<file path="src/rtl/oam_writer.sv">
// rtl/oam_writer.sv - double-buffered sprite attribute memory with edit port and frame-synchronous bank swap
// Shadow bank takes edits; on commit the banks swap at frame_start and the new active bank is copied back.
module oam_writer #(
  parameter int OAM_DEPTH = 8,
  parameter int OAM_WIDTH = 32,
  localparam int IW = $clog2(OAM_DEPTH)
) (
  input  logic                 clk,
  input  logic                 rst_n,
  input  logic                 frame_start,
  input  logic                 commit,
  input  logic                 cmd_valid,
  output logic                 cmd_ready,
  input  logic [1:0]           cmd_op,
  input  logic [IW-1:0]        cmd_idx,
  input  logic [OAM_WIDTH-1:0] cmd_data,
  input  logic [IW-1:0]        oam_addr,
  output logic [OAM_WIDTH-1:0] oam_data,
  output logic                 pending,
  output logic                 swap_done
);

  typedef enum logic [0:0] {S_IDLE, S_COPY} state_t;

  localparam logic [1:0] OP_WRITE  = 2'b00;
  localparam logic [1:0] OP_MOVE   = 2'b01;
  localparam logic [1:0] OP_ENABLE = 2'b10;

  state_t               r_state;
  state_t               w_next_state;
  logic                 r_bank_sel;
  logic [IW-1:0]        r_cnt;
  logic                 r_pending;
  logic                 r_swap_done;
  logic [OAM_WIDTH-1:0] r_bank0 [OAM_DEPTH];
  logic [OAM_WIDTH-1:0] r_bank1 [OAM_DEPTH];

  logic                 w_cmd_ready;
  logic                 w_swap;
  logic                 w_cmd_fire;
  logic [OAM_WIDTH-1:0] w_shadow_word;
  logic [OAM_WIDTH-1:0] w_new_word;

  function automatic logic [OAM_WIDTH-1:0] f_merge(input logic [OAM_WIDTH-1:0] old_w,
                                                   input logic [1:0]           op,
                                                   input logic [OAM_WIDTH-1:0] d);
    logic [OAM_WIDTH-1:0] w;
    w = old_w;
    case (op)
      OP_WRITE:  w = d;
      OP_MOVE:   w[27:8] = d[27:8];
      OP_ENABLE: w[28] = d[28];
      default:   w[7:0] = d[7:0];
    endcase
    w[OAM_WIDTH-1] = 1'b0;
    return w;
  endfunction

  always_comb begin
    w_next_state = r_state;
    w_cmd_ready  = 1'b0;
    w_swap       = 1'b0;
    case (r_state)
      S_IDLE: begin
        w_cmd_ready = 1'b1;
        if ((r_pending || commit) && frame_start) begin
          w_swap       = 1'b1;
          w_next_state = S_COPY;
        end
      end
      S_COPY: begin
        if (r_cnt == IW'(OAM_DEPTH - 1)) w_next_state = S_IDLE;
      end
      default: w_next_state = S_IDLE;
    endcase
  end

  assign w_cmd_fire    = cmd_valid && w_cmd_ready;
  assign w_shadow_word = r_bank_sel ? r_bank0[cmd_idx] : r_bank1[cmd_idx];
  assign w_new_word    = f_merge(w_shadow_word, cmd_op, cmd_data);

  always_ff @(posedge clk or negedge rst_n) begin
    if (!rst_n) begin
      r_state     <= S_IDLE;
      r_bank_sel  <= 1'b0;
      r_cnt       <= '0;
      r_pending   <= 1'b0;
      r_swap_done <= 1'b0;
    end else begin
      r_state     <= w_next_state;
      r_swap_done <= w_swap;
      if (w_swap) begin
        r_bank_sel <= ~r_bank_sel;
        r_pending  <= 1'b0;
        r_cnt      <= '0;
      end else begin
        if (commit) r_pending <= 1'b1;
        if (r_state == S_COPY) r_cnt <= r_cnt + 1'b1;
      end
    end
  end

  // Edits and copy-back are exclusive: cmd_ready is low for the whole copy.
  always_ff @(posedge clk or negedge rst_n) begin
    if (!rst_n) begin
      for (int i = 0; i < OAM_DEPTH; i++) begin
        r_bank0[i] <= '0;
        r_bank1[i] <= '0;
      end
    end else if (w_cmd_fire) begin
      if (r_bank_sel) r_bank0[cmd_idx] <= w_new_word;
      else            r_bank1[cmd_idx] <= w_new_word;
    end else if (r_state == S_COPY) begin
      if (r_bank_sel) r_bank0[r_cnt] <= r_bank1[r_cnt];
      else            r_bank1[r_cnt] <= r_bank0[r_cnt];
    end
  end

  assign oam_data  = r_bank_sel ? r_bank1[oam_addr] : r_bank0[oam_addr];
  assign cmd_ready = w_cmd_ready;
  assign pending   = r_pending;
  assign swap_done = r_swap_done;

endmodule
</file>
<file path="config.mk">
export PLATFORM = sky130hd
export DESIGN_NAME = oam_writer
export DESIGN_NICKNAME = d
export VERILOG_FILES = /design/src/rtl/oam_writer.sv
export SDC_FILE = /design/constraint.sdc
export NUM_CORES = 2
export LEC_CHECK = 0
export ABC_AREA = 1
export CORE_AREA = 2 2 263 265
export DETAILED_ROUTE_END_ITERATION = 12
export DIE_AREA = 0 0 265 267
export MAX_ROUTING_LAYER = met4
export PLACE_DENSITY = 0.71
export SYNTH_ARGS = -nofsm -noshare
export SYNTH_HDL_FRONTEND = slang
export SYNTH_SLANG_ARGS = --single-unit
</file>
<file path="constraint.sdc">
create_clock -name clk -period 3.4 [get_ports clk]
set_input_delay 0.85 -clock clk [delete_from_list [all_inputs] [get_ports clk]]
set_output_delay 0.85 -clock clk [all_outputs]
set_load 0.02 [all_outputs]
</file>
==> flow_metrics.py <==
metrics = {
    "timing": {
        "timing.hold.ws_ps": 204,
        "fmax_ghz": 0.295,
        "worstMarginPinSlew_ps": 952,
        "hold_viol": 0,
        "finalSetupViolCount": 0,
        "rsz0062_at_grt": "false",
        "skew_ps": 25.0,
        "finalCritPeriodShare_pct": 99.5,
        "fin_setup_tns_ps": 0,
        "post-route-min-period_ps": 3380,
        "finalMaxSlewViolations": 0,
        "relSlewSlack_pct": 36.5,
    },
    "die": {
        "ios": 80,
        "die_w_um": 265,
        "core_area_sq_mm": 0.0680,
        "std_cell_rows": 96,
        "initial_utilization_pct": 54.6,
        "die_y_um": 267,
        "die_area_sq_mm": 0.0708,
    },
    "logic_synthesis": {
        "synth_cells": 5770,
        "yosys.cell_types.count": 36,
        "avgSynthCellArea_sq_um": 6.43,
        "synth_most_common_cell": "nand2_1",
        "ys_ff_latch": 519,
        "ys_seq_area_share_pct": 35.0,
        "synth.top_cell.area_share_pct": 35.0,
        "synth_top_cell_by_area": "dfrtp_1",
        "synth_warnings": 0,
        "synthTopCellsByCount": "1,655 x nand2_1, 525 x nand3_1, 519 x dfrtp_1",
        "ys_top_cells_by_area": "dfrtp_1 35%, nand2_1 17%, nand3_1 7.1%",
        "synth_edf_count": 0,
        "synth.net_count": 5820,
        "ys.flop_type": "dfrtp_1",
        "syn-cell-area_sq_mm": 0.0371,
        "async_reset_ff_share_pct": 100,
    },
    "pwr": {
        "p_leak_nw": 20.1,
        "p_per_area_mw_per_mm2": 982,
        "vdd_drop_max_v": 0.000871,
        "totalPowerFinal_w": 0.0424,
    },
    "setup_path": {
        "startpoint": "r_bank_sel",
        "required_ps": 2550,
        "cp_data_arrival_time_ps": 2530,
        "critical_path.startpoint_type": "flip-flop",
        "path_max_fanout": 13,
        "r2r_start": "r_bank_sel",
        "crit_type": "reg2out",
        "end_kind": "primary output",
    },
    "routing": {
        "drt_iter0_drc": 8575,
        "vias_per_cell": 6.76,
        "firstDrtPassIters": 9,
        "vias": 45600,
        "drc": 0,
        "ant_nets": 0,
        "drt_wl_total_um": 191000,
        "wire_per_inst_um": 28.3,
    },
    "clocking": {
        "post_cts_buffers": 0,
        "cts_tree": "done",
        "numCtsBuffers": 66,
        "cts_max_level": 3,
        "cts-root-buf": "clkbuf_16",
        "holdBufCountCts": 0,
        "clockBufferDepth": 3,
        "clock-sinks": 519,
        "clock_latency_ps": 630,
        "clk_pin_slew_ps": 60,
    },
    "placement": {
        "port-buffer-count": 78,
        "gp_congestion": 1.02,
        "dp_hpwl_um": 114000,
        "dpl_cell_area_sq_mm": 0.0408,
    },
    "cells_and_area": {
        "nets": 5850,
        "utilization_pct": 63.5,
        "fin_area_sq_mm": 0.0431,
        "layout-drive-gt1-share_pct": 9.23,
        "area_growth_pct": 16.2,
    },
    "global_route": {
        "grt_first_pass_wirelength_um": 275000,
        "grt_max_degree": 120,
        "antenna_found_initial": 6,
        "overflow": 0,
        "grt_pass1_vias": 41700,
        "track_usage_pct": 54.6,
    },
    "hold_path": {
        "hold_path.class": "in2async",
    },
    "status": {
        "status": "complete, no violations",
    },
    "job": {
        "cap_violations": 0,
    },
}
==> per-layer routing <==
layer	global-route usage [%]	share of wire (%)	vias to the layer above
li1	-	-	19300
met1	66.7	34	20600
met2	74.1	39	4424
met3	20.1	17	1240
met4	38.6	9.1	0
met5	-	0	-
==> area by class of cell <==
| type | instances | area (sq um) |
|---|---|---|
| clock inverters | 28 | 333 |
| clock buffers | 90 | 1910 |
| fillers | 6407 | 24800 |
| diodes | 13 | 32.5 |
| multi-input cells | 4380 | 20800 |
| well taps | 882 | 1100 |
| repair buffers | 388 | 4330 |
| inverters | 445 | 1690 |
| flip-flops and latches | 519 | 13000 |
==> sequential cells by signal, indices dropped and copies added, names as in the netlist <==
| signal | cells |
|---|---|
| pending | 1 |
| r_bank0 | 256 |
| r_bank1 | 256 |
| r_bank_sel | 1 |
| r_cnt | 3 |
| r_state | 1 |
| swap_done | 1 |
==> worst paths after layout <==
kind,depth (start not counted),end,slack [ps]
setup / recovery,6,oam_data[31],20
hold / removal,1,r_bank0[233],200
setup reg to reg,8,r_bank1[109],730
hold reg to reg,2,r_bank0[130],500
max in group asynchronous,2,r_bank1[79],2290
min in group clk,2,r_bank0[130],500
==> per-stage QoR <==
stage / worst slack (ps) / instances
4_1_cts: 20.2 / 6732
3_3_place_gp: -106 / 6612
2_1_floorplan: 328 / 5770
5_1_grt: 46.3 / 6739
3_5_place_dp: -115 / 6612
6_report: 15.4 / 6745
==> power by group <==
part / switching [W] / internal (W) / leakage [nW]
Clock: 0.00301 / 0.00446 / 1.11
Combinational: 0.0166 / 0.00681 / 12.4
Sequential: 0.00255 / 0.00888 / 6.65
==> logic make-up after synthesis <==
logic type,after synthesis,share of synthesized area [%]
XOR/XNOR,1,0.0236
buffers and inverters,871,9.57
AND/OR/NAND/NOR,2767,30.4
multiplexers,19,0.512
AO/OA/AOI/OAI,1588,24.3
flip-flops,519,35.0
adder cells (fa/ha/maj),5,0.169
==> worst max-delay path: stages, from the launching register on <==
cell and delay, ps:
dfrtp_4 570, clkinv_4 180, buf_12 230, buf_4 220
o221ai_1 120, nand2_1 200, dlygate4sd2_1 360
==> placed cells by master, fill, tap and decap left out, types with 6 or more instances in the layout <==
cell type / n
a21boi_0: 75
a21boi_1: 40
a21oi_1: 476
a22oi_1: 100
a31oi_1: 34
buf_12: 88
buf_4: 214
buf_6: 6
bufinv_16: 7
clkbuf_1: 11
clkbuf_16: 69
clkbuf_8: 10
clkdlybuf4s50_1: 41
clkinv_2: 18
dfrtp_1: 517
diode_2: 13
dlygate4sd2_1: 27
inv_1: 413
inv_2: 23
mux2i_1: 19
nand2_1: 1647
nand2_2: 37
nand3_1: 525
nand4_1: 12
nor2_1: 491
nor2_2: 16
nor2_4: 19
nor3_1: 13
o211ai_1: 75
o21a_1: 6
o21ai_0: 442
o21ai_1: 230
o21ai_4: 9
o21bai_1: 8
o221ai_1: 54
o22ai_1: 39
==> timing repair <==
| item | in CTS | in global routing |
|---|---|---|
| pin swaps | 0 | 0 |
| gates resized for setup | 35 | 6 |
| cloned | 2 | 0 |
| endpoints found under the setup margin | 28 | 4 |
(Power assumes the default switching activity.)
